[src/rtl/wave_sample_player.sv]
// rtl/wave_sample_player.sv - multi-channel PCM sample player with wave-store fetch and saturating mixer
module wave_sample_player #(
  parameter int NUM_CH   = 4,
  parameter int ADDR_W   = 20,
  parameter int LEN_W    = 16,
  parameter int RATE_DIV = 2177
) (
  input  logic                     clk_sys,
  input  logic                     reset,
  input  logic [NUM_CH-1:0]        trig,
  input  logic [NUM_CH-1:0]        loop_en,
  input  logic [NUM_CH*ADDR_W-1:0] ch_start,
  input  logic [NUM_CH*LEN_W-1:0]  ch_len,
  output logic [ADDR_W-1:0]        mem_addr,
  output logic                     mem_rd,
  input  logic [15:0]              mem_data,
  input  logic                     mem_valid,
  output logic [15:0]              mix_out,
  output logic [NUM_CH-1:0]        busy,
  output logic                     overrun
);

  // Channel index counts 0..NUM_CH inclusive; per-channel state is padded to a
  // power of two so the index always addresses a real (possibly idle) slot.
  localparam int CH_W  = $clog2(NUM_CH + 1);
  localparam int SLOTS = 1 << CH_W;
  localparam int RC_W  = (RATE_DIV > 1) ? $clog2(RATE_DIV) : 1;

  typedef enum logic [2:0] {
    S_IDLE,
    S_SCAN,
    S_ISSUE,
    S_WAIT,
    S_OUT
  } state_t;

  state_t              state;
  state_t              state_nx;
  logic [RC_W-1:0]     rate_cnt;
  logic                tick;
  logic [NUM_CH-1:0]   trig_q;
  logic [CH_W-1:0]     ch;
  logic signed [17:0]  acc;
  logic [15:0]         sat_val;
  logic                restart_hit;
  logic                scan_end;
  logic                advance;

  logic [SLOTS-1:0]    trig_ld;
  logic [SLOTS-1:0]    loop_s;
  logic [SLOTS-1:0]    busy_s;
  logic [ADDR_W-1:0]   start_s [SLOTS];
  logic [LEN_W-1:0]    len_s   [SLOTS];
  logic [ADDR_W-1:0]   ptr     [SLOTS];
  logic [LEN_W-1:0]    cnt     [SLOTS];

  always_comb begin
    trig_ld = '0;
    loop_s  = '0;
    for (int n = 0; n < SLOTS; n++) begin
      start_s[n] = '0;
      len_s[n]   = '0;
    end
    for (int n = 0; n < NUM_CH; n++) begin
      start_s[n] = ch_start[n*ADDR_W +: ADDR_W];
      len_s[n]   = ch_len[n*LEN_W +: LEN_W];
      loop_s[n]  = loop_en[n];
      trig_ld[n] = trig[n] & ~trig_q[n] & (ch_len[n*LEN_W +: LEN_W] != '0);
    end
  end

  assign scan_end = (ch == CH_W'(NUM_CH));
  assign busy     = busy_s[NUM_CH-1:0];
  assign mem_rd   = (state == S_ISSUE);
  // A restart that lands while its channel is being fetched must not be undone by the advance.
  assign advance  = (state == S_WAIT) && mem_valid && !restart_hit;

  always_comb begin
    if (acc > 18'sd32767) begin
      sat_val = 16'h7FFF;
    end else if (acc < -18'sd32768) begin
      sat_val = 16'h8000;
    end else begin
      sat_val = acc[15:0];
    end
  end

  always_comb begin
    state_nx = state;
    case (state)
      S_IDLE:  if (tick) state_nx = S_SCAN;
      S_SCAN: begin
        if (scan_end) begin
          state_nx = S_OUT;
        end else if (busy_s[ch]) begin
          state_nx = S_ISSUE;
        end
      end
      S_ISSUE: state_nx = S_WAIT;
      S_WAIT:  if (mem_valid) state_nx = S_SCAN;
      S_OUT:   state_nx = S_IDLE;
      default: state_nx = S_IDLE;
    endcase
  end

  always_ff @(posedge clk_sys) begin
    if (reset) begin
      state       <= S_IDLE;
      rate_cnt    <= '0;
      tick        <= 1'b0;
      // Capturing the live level means a trigger held through reset is not seen as an edge.
      trig_q      <= trig;
      ch          <= '0;
      acc         <= '0;
      mem_addr    <= '0;
      mix_out     <= '0;
      overrun     <= 1'b0;
      restart_hit <= 1'b0;
      busy_s      <= '0;
      for (int n = 0; n < SLOTS; n++) begin
        ptr[n] <= '0;
        cnt[n] <= '0;
      end
    end else begin
      state  <= state_nx;
      trig_q <= trig;

      if (rate_cnt == RC_W'(RATE_DIV - 1)) begin
        rate_cnt <= '0;
        tick     <= 1'b1;
      end else begin
        rate_cnt <= rate_cnt + RC_W'(1);
        tick     <= 1'b0;
      end

      if (tick && (state != S_IDLE)) begin
        overrun <= 1'b1;
      end

      case (state)
        S_IDLE: begin
          if (tick) begin
            ch  <= '0;
            acc <= '0;
          end
        end
        S_SCAN: begin
          restart_hit <= trig_ld[ch];
          if (!scan_end) begin
            if (busy_s[ch]) begin
              mem_addr <= ptr[ch];
            end else begin
              ch <= ch + CH_W'(1);
            end
          end
        end
        S_ISSUE: restart_hit <= restart_hit | trig_ld[ch];
        S_WAIT: begin
          restart_hit <= restart_hit | trig_ld[ch];
          if (mem_valid) begin
            acc <= acc + {{2{mem_data[15]}}, mem_data};
            ch  <= ch + CH_W'(1);
          end
        end
        S_OUT:   mix_out <= sat_val;
        default: ;
      endcase

      for (int n = 0; n < SLOTS; n++) begin
        if (trig_ld[n]) begin
          ptr[n]    <= start_s[n];
          cnt[n]    <= len_s[n];
          busy_s[n] <= 1'b1;
        end else if (advance && (ch == CH_W'(n))) begin
          if ((cnt[n] == LEN_W'(1)) && loop_s[n] && (len_s[n] != '0)) begin
            ptr[n] <= start_s[n];
            cnt[n] <= len_s[n];
          end else begin
            ptr[n] <= ptr[n] + ADDR_W'(1);
            cnt[n] <= cnt[n] - LEN_W'(1);
            if (cnt[n] == LEN_W'(1)) begin
              busy_s[n] <= 1'b0;
            end
          end
        end
      end
    end
  end

endmodule

[config.mk]
export PLATFORM = sky130hd
export DESIGN_NAME = wave_sample_player
export DESIGN_NICKNAME = d
export VERILOG_FILES = /design/src/rtl/wave_sample_player.sv
export SDC_FILE = /design/constraint.sdc
export NUM_CORES = 1
export LEC_CHECK = 0
export CAP_MARGIN = 20
export CORE_AREA = 2 2 186 188
export DETAILED_ROUTE_END_ITERATION = 7
export DIE_AREA = 0 0 188 190
export PLACE_DENSITY_LB_ADDON = 0.05
export RECOVER_POWER = 50
export SYNTH_ARGS = -nofsm -noshare
export SYNTH_HDL_FRONTEND = slang
export SYNTH_SLANG_ARGS = --single-unit
[constraint.sdc]
create_clock -name clk_sys -period 3.9 [get_ports clk_sys]
set_input_delay 0.78 -clock clk_sys [delete_from_list [all_inputs] [get_ports clk_sys]]
set_output_delay 0.78 -clock clk_sys [all_outputs]
set_load 0.05 [all_outputs]
* Word-level counts from Yosys, hierarchy flattened
Memory sizes are Yosys's and may differ from the RTL's. A register that Yosys moved wholly into a read port is not among the register bits. Cells that the tools add are included.
Storage, ports and cells: register bits 63, bits in latches 0, RAM bits 288, memory bits (read-only) 0, bits of input ports 171, memories kept 2
Cells by class: $add $sub $neg 19, multipliers 0, divide/modulo/power cells 0, $lt $le $gt $ge 3, eq/ne operators 25, shift-type cells 0, muxes and demuxes 135, bitwise gates (word level) 46, reduce and logical (&&, ||, !) cells 48
Memories:
- ptr | words 8, width 20, rd ports 9, clocked after Yosys merged registers in 1, write ports 8, RTL line 54 | logic [ADDR_W-1:0] ptr [SLOTS];
- cnt | words 8, width 16, rd ports 8, clocked after Yosys merged registers in 0, write ports 8, RTL line 55 | logic [LEN_W-1:0] cnt [SLOTS];
Operator list (count):
- $mux W20 | 16
- $mux W16 | 18
- $add A20 B1 Y20 const B | 8
- $sub A16 B1 Y16 const B | 8
- $mux W1 | 85
- $eq A16 B1 Y1 const B | 4
- $reduce_bool A16 Y1 | 4
- $mux W18 | 2
- $pmux W18 S2 | 1
- $or A1 B1 Y1 | 33
- $mux W3 | 8
- $reduce_and A3 Y1 | 7
- $reduce_bool A2 Y1 | 10
- $logic_and A1 B1 Y1 | 19
- $add A18 B18 Y18 | 1
- $gt A18 B16 Y1 const B | 1
- $lt A18 B16 Y1 const B | 1
- $ne A2 B2 Y1 const B | 8
- $eq A3 B3 Y1 const B | 5
- $add A12 B1 Y12 const B | 1
- $eq A12 B12 Y1 const B | 1
- $eq A3 B2 Y1 const B | 4
- $pmux W3 S4 | 1
- $pmux W3 S3 | 1
- other kinds (13) | 29

* Depth between registers and ports, before layout
Gate-level depths: netlist of the first run. An unclocked memory read counts as a cell.
depth after elaboration 11, depth in mapped cells 11

* Worst setup path after synthesis of the first run
Ideal clock, no wire load.
path kind input to register, start input port mem_data[0], end register acc[16], setup time 0.122 ns, arrival 2.731 ns, required time 3.778 ns, setup slack 1.047 ns, cell stages on the path 11, path buffers 0, cells stage by stage ha_1 inv_1 fa_1 nor2b_1 o2111ai_1 a211o_1 nand3_1 and3_1 nor3_1 o2111a_1 a311o_1
Between the ends: cells in the longest elaborated chain, start to end 3
RTL lines:
- from (decl) | RTL line 16 | input logic [15:0] mem_data,
- $add A18 B18 Y18 | RTL line 161 | acc <= acc + {{2{mem_data[15]}}, mem_data};
- $mux W18 | RTL line 160 | if (mem_valid) begin
- $pmux W18 S2 | RTL line 140 | case (state)
- to (signal assigned) | RTL line 161
- to (decl) | RTL line 43 | logic signed [17:0] acc;
No other way between the ends. The select of a mux whose other input is x is not followed. A chain may end at the register's enable or synchronous reset.

==> metrics.txt, run 1 <==
post-synthesis sequential area ratio=44.9%; predominant post-synthesis flop cell=edfxtp_1; CP Max Fanout=19; Area after DPL=15,900 sq um; Ports=213; top cell type's share of synthesized area=32.4%; Setup WS post-layout=0.681 ns; number of synthesized flops with an enable pin=144; max cap viols=1; Final setup viols=0; CTS tree=done; chip width=188 microns; CTS H-tree lvls=1; Critical Path AT=3.37 ns; HPWL Detailed=28.5 mm; Yosys reg bits=227; DP Cell Count=2,045; first-pass GRT wire length=61.6 mm; Placement Setup Slack=0.365 ns; Final Hold Violating Endpoints=0; Rel. slew slack=-46.8%; fin nets=1,829; fmax=0.311 GHz; Clock Latency Late Sink=0.55 ns; Hold Path Origin=mix_out[0]; post-CTS setup buffers=0; WP data required=4.05 ns; Synth cell types=72; CP Launch Type=input port; fin cells=2,098; largest net degree at the start of global routing=72; Post-DRT Antenna Nets=0; Worst R2R Path Depth=7; Crit Reg-Reg Startpoint=state[1]; final wirelength=39.6 mm; Root Driver=clkbuf_16; FF-to-FF End=ptr[2][17]; Detailed Route Iter0 Violations=766; fin crit period=3.22 ns; final core occ=49.6%; num rows=68; Hold WC Path Type=reg -> reg; RSZ-0062 raised after global routing=false; WS Path Type=in -> reg; vias in the first global route=11,223; Avg Inst Size Synth=9.35 sq um; Slew Viols, Final=48; top cell type by total area after synthesis=edfxtp_1; layout cells sized above 1=5.30%; period utilisation layout=82.5%; Avg WL per Cell=18.9 microns; status=finished, violations left; pwr dens=366 nW/um^2; crit end category=flip-flop; Num CTS Buffers=28; most numerous cell in the Yosys netlist=nor2_1; Clock Sinks=227; Hold Buf Count CTS=0; Initial Utilization=39.3%; vias per cell=5.45; area delta synth->final=26.2%; I/O Buffers=212; failing checks=capacitance limit, slew limit; Pleak=5.87 nW; Synth Warn #=0; 1st-pass router iterations=5; Async S/R FF share, synth=0%; hold-critical path endpoint=mix_out[0]; Clock Pin Slew Worst Setup and Hold Paths=0.06 ns; DIE HEIGHT=190 microns; r2r setup slk=0.90 ns; All-Layer GR Usage=21.7%; worst slew pin tran=2.20 ns; syn_nets=1,634; total number of vias=11,436; GRT overflow=0; core region area=33,900 sq um; hold-critical path depth=2; VDD IR max=292 uV; clk buf depth=3; die area=35,700 sq um; Post-Route Setup TNS=0 ns; mapped cell area=13,300 sq um; post-cts gate resize count=0; Design Area, Final=16,800 sq um; initial antenna violation count=2; top post-synthesis cells by area=edfxtp_1, dfxtp_1, nor2_1, xnor2_1, a211oi_1; Gate Count Post-Synth=1,426; Synth top cells by count=nor2_1, edfxtp_1, nand2_1, a211oi_1, xnor2_1; # DRC=0; Worst Skew=0.0259 ns; GPL Wtd Cong=0.834
==> cells in the final DEF (no fill, tap or decap), types with 11 or more instances in the layout <==
cell type,Yosys,layout
nor2_1,215,214
clkdlybuf4s50_1,0,168
edfxtp_1,144,144
nand2_1,140,140
a211oi_1,85,85
xnor2_1,84,84
dfxtp_1,83,82
o21ai_0,63,63
xor2_1,58,58
a21oi_1,52,52
nand3_1,44,45
mux2i_1,43,43
dlygate4sd3_1,0,43
a22oi_1,37,37
ha_1,36,36
nor3_1,31,32
clkbuf_16,0,31
nor4_1,30,30
inv_1,28,28
and3_1,23,23
o22ai_1,21,21
buf_4,0,16
nand4_1,15,15
clkbuf_1,49,12
nor2b_1,11,11
==> routing by layer <==
layer,global-route usage [%],share of wire (%),vias to the layer above
met4,6.51,2.9,2
met3,3.82,6.8,67
li1,-,-,5619
met1,29.5,45,5389
met5,0,0.033,-
met2,35.2,45,359
==> flip-flops by register name, summed over array words and instances (netlist names) <==
| register | flops |
|---|---|
| cnt | 64 |
| acc | 18 |
| ptr | 80 |
| restart_hit | 1 |
| trig_q | 4 |
| overrun | 1 |
| tick | 1 |
| rate_cnt | 12 |
| state | 3 |
| mem_addr | 20 |
| busy_s | 4 |
| mix_out | 16 |
| ch | 3 |
==> cell type report <==
type | instances | area (sq um)
diodes | 1 | 2.50
clock buffers | 44 | 885
clock inverters | 7 | 62.6
fillers | 3250 | 17100
inverters | 29 | 109
multi-input cells | 1096 | 6910
flip-flops and latches | 227 | 5990
well taps | 455 | 569
repair buffers | 239 | 2310
==> kinds of logic (layout without fill, tap and decap cells) <==
logic type	count (synthesis)	in the layout	synth area share [%]
AO/OA/AOI/OAI	309	309	15.6
XOR/XNOR	142	142	9.32
adder cells (fa/ha/maj)	37	37	3.53
buffers and inverters	103	319	3.34
flip-flops	227	227	44.9
multiplexers	44	44	3.40
other	0	1	0
AND/OR/NAND/NOR	564	564	20.0
==> critical path, cell delays in order <==
cell and delay (ns):
dlygate4sd3_1 0.52, and2_0 0.20, nand3_1 0.30, nor3_1 0.26
buf_4 0.24, a22oi_1 0.12, nand2_1 0.10, clkbuf_1 0.84
==> worst max path at each step <==
stage / from / to / slack (ns) / depth (start not counted)
floorplan: mem_data[0] / acc[16] / 1.05 / 11
global placement: mem_data[0] / acc[16] / 0.40 / 12
detailed placement: mem_data[0] / acc[16] / 0.37 / 12
CTS: mem_data[0] / acc[16] / 0.92 / 12
global route: mem_valid / ptr[2][14] / 0.50 / 8
finish: mem_valid / ptr[2][17] / 0.68 / 8
==> power by group <==
| part | switching [W] | total, W | leakage, nW | internal [W] |
|---|---|---|---|---|
| Clock | 0.00106 | 0.00267 | 0.469 | 0.00161 |
| Sequential | 0.000139 | 0.00282 | 2.21 | 0.00268 |
| Combinational | 0.000345 | 0.000682 | 3.19 | 0.000336 |
==> stage by stage <==
step | total power (W) | hold slack [ns]
5_1_grt | 0.00640 | 0.463
4_1_cts | 0.00623 | 0.450
6_report | 0.00617 | 0.445
3_3_place_gp | 0.00355 | 0.437
2_1_floorplan | 0.00319 | 0.438
3_5_place_dp | 0.00355 | 0.443
Power figures use the tool's default switching activity.
==> run 2, diff against run 1 <==
Clock period 3.9 ns to 3.2 ns, I/O delays scaled along.
==> metrics.txt, run 2 (synthesis gave the netlist of run 1 again) <==
Slew Viols, Final=0; CP Launch Type=input port; Worst R2R Path Depth=8; Avg WL per Cell=18.7 microns; Setup WS post-layout=0.223 ns; worst hold margin=0.448 ns; Diodes inserted=0; Hold Buf Count CTS=0; Placement Setup Slack=-0.0897 ns; # DRC=0; worst slew pin tran=1.32 ns; post-CTS setup buffers=0; first-pass GRT wire length=61.9 mm; Hold WC Path Type=reg -> reg; num rows=68; HPWL Detailed=29.0 mm; 1st-pass router iterations=5; Worst Skew=0.0173 ns; DP Cell Count=2,064; Root Driver=clkbuf_16; largest net degree at the start of global routing=75; fin nets=1,847; status=complete, no violations; Clock Latency Late Sink=0.55 ns; Initial Utilization=39.3%; Ports=213; CTS H-tree lvls=1; WP data required=3.29 ns; vias per cell=5.39; top flop regs=ptr (80), cnt (64), mem_addr (20); fin crit period=2.98 ns; Clock Sinks=227; VDD IR max=438 uV; die area=35,700 sq um; fmax=0.336 GHz; post-cts gate resize count=0; clk buf depth=3; Clock Pin Slew Worst Setup and Hold Paths=0.06 ns; max cap viols=0; layout cells sized above 1=6.44%; final wirelength=39.6 mm; Biggest register=ptr; fill count=3,187; Critical Path AT=3.07 ns; chip width=188 microns; Post-Route Setup TNS=0 ns; CTS tree=done; DIE HEIGHT=190 microns; max reg flops=80; most frequent cells in the layout=nor2_1, clkdlybuf4s50_1, edfxtp_1; Detailed Route Iter0 Violations=646; Rel. slew slack=11.7%; GPL Wtd Cong=0.819; vias in the first global route=11,242; initial antenna violation count=2; most common cell after layout, fill and taps aside=nor2_1; All-Layer GR Usage=21.8%; hold-critical path depth=2; Post-DRT Antenna Nets=0; WS Path Type=in -> reg; CP Max Fanout=36; area delta synth->final=27.5%; crit end category=flip-flop; Final Hold Violating Endpoints=0; Final setup viols=0; period utilisation layout=93.0%; core region area=33,900 sq um; Pleak=5.95 nW; I/O Buffers=212; fin cells=2,116; total number of vias=11,398; GRT overflow=0; Area after DPL=16,200 sq um; RSZ-0062 raised after global routing=false; Design Area, Final=17,000 sq um; pwr dens=436 nW/um^2; Num CTS Buffers=28
run 2: changes by cell type in the layout (fill, tap and decap cells not counted), sizes merged, moves of 3 or more:
| cell | before | now |
|---|---|---|
| dlygate4sd3 | 43 | 36 |
| buf | 18 | 34 |
| clkdlybuf4s50 | 168 | 175 |
| clkbuf | 54 | 51 |
| clkinv | 7 | 13 |
run 2: power by group:
part | switching, W | leakage, nW | internal [W]
registers | 0.000170 | 2.21 | 0.00327
clock network | 0.00129 | 0.464 | 0.00186
logic | 0.000420 | 3.27 | 0.000425
total | 0.00188 | 5.95 | 0.00555
run 2: path summary, 6_finish.rpt:
kind	startpoint	to	slack, ns
worst min register to register	mix_out[5]	mix_out[5]	0.45
worst min-delay path	mix_out[5]	mix_out[5]	0.45
worst max register to register	ch[0]	ptr[1][0]	0.33
worst max-delay path	ch_len[61]	cnt[0][59]	0.22
run 2: worst max-delay path, cell delays in order:
cell           delay (ns)
dlygate4sd3_1        0.58
nor4_1               0.41
nand4_1              0.20
and3b_1              0.24
clkbuf_1             0.17
a21oi_1              0.17
nand2_1              0.07
clkbuf_2             0.55
run 2: area by class of cell:
cell class,instances,area (sq um),share of cell area [%]
inverters,29,109,0.640
clock buffers,39,856,5.03
repair buffers,257,2510,14.8
flip-flops and latches,227,5990,35.2
clock inverters,13,65.1,0.383
multi-input cells,1096,6910,40.6
well taps,455,569,3.35
run 2: routing by layer:
| layer | track usage [%] | wire length (microns) | share of wire [%] | vias up |
|---|---|---|---|---|
| met4 | 4.88 | 718 | 1.8 | 2 |
| li1 | - | - | - | 5643 |
| met2 | 36.1 | 18300 | 46 | 288 |
| met5 | 0 | 13 | 0.033 | - |
| met1 | 30.3 | 18600 | 47 | 5423 |
| met3 | 2.86 | 1950 | 4.9 | 42 |
run 2: stage by stage:
step | power [W] | util (%)
2_1_floorplan | 0.00389 | -
3_3_place_gp | 0.00435 | 47.6
3_5_place_dp | 0.00435 | 47.6
4_1_cts | 0.00752 | 50.3
5_1_grt | 0.00773 | 50.1
6_report | 0.00742 | 50.1
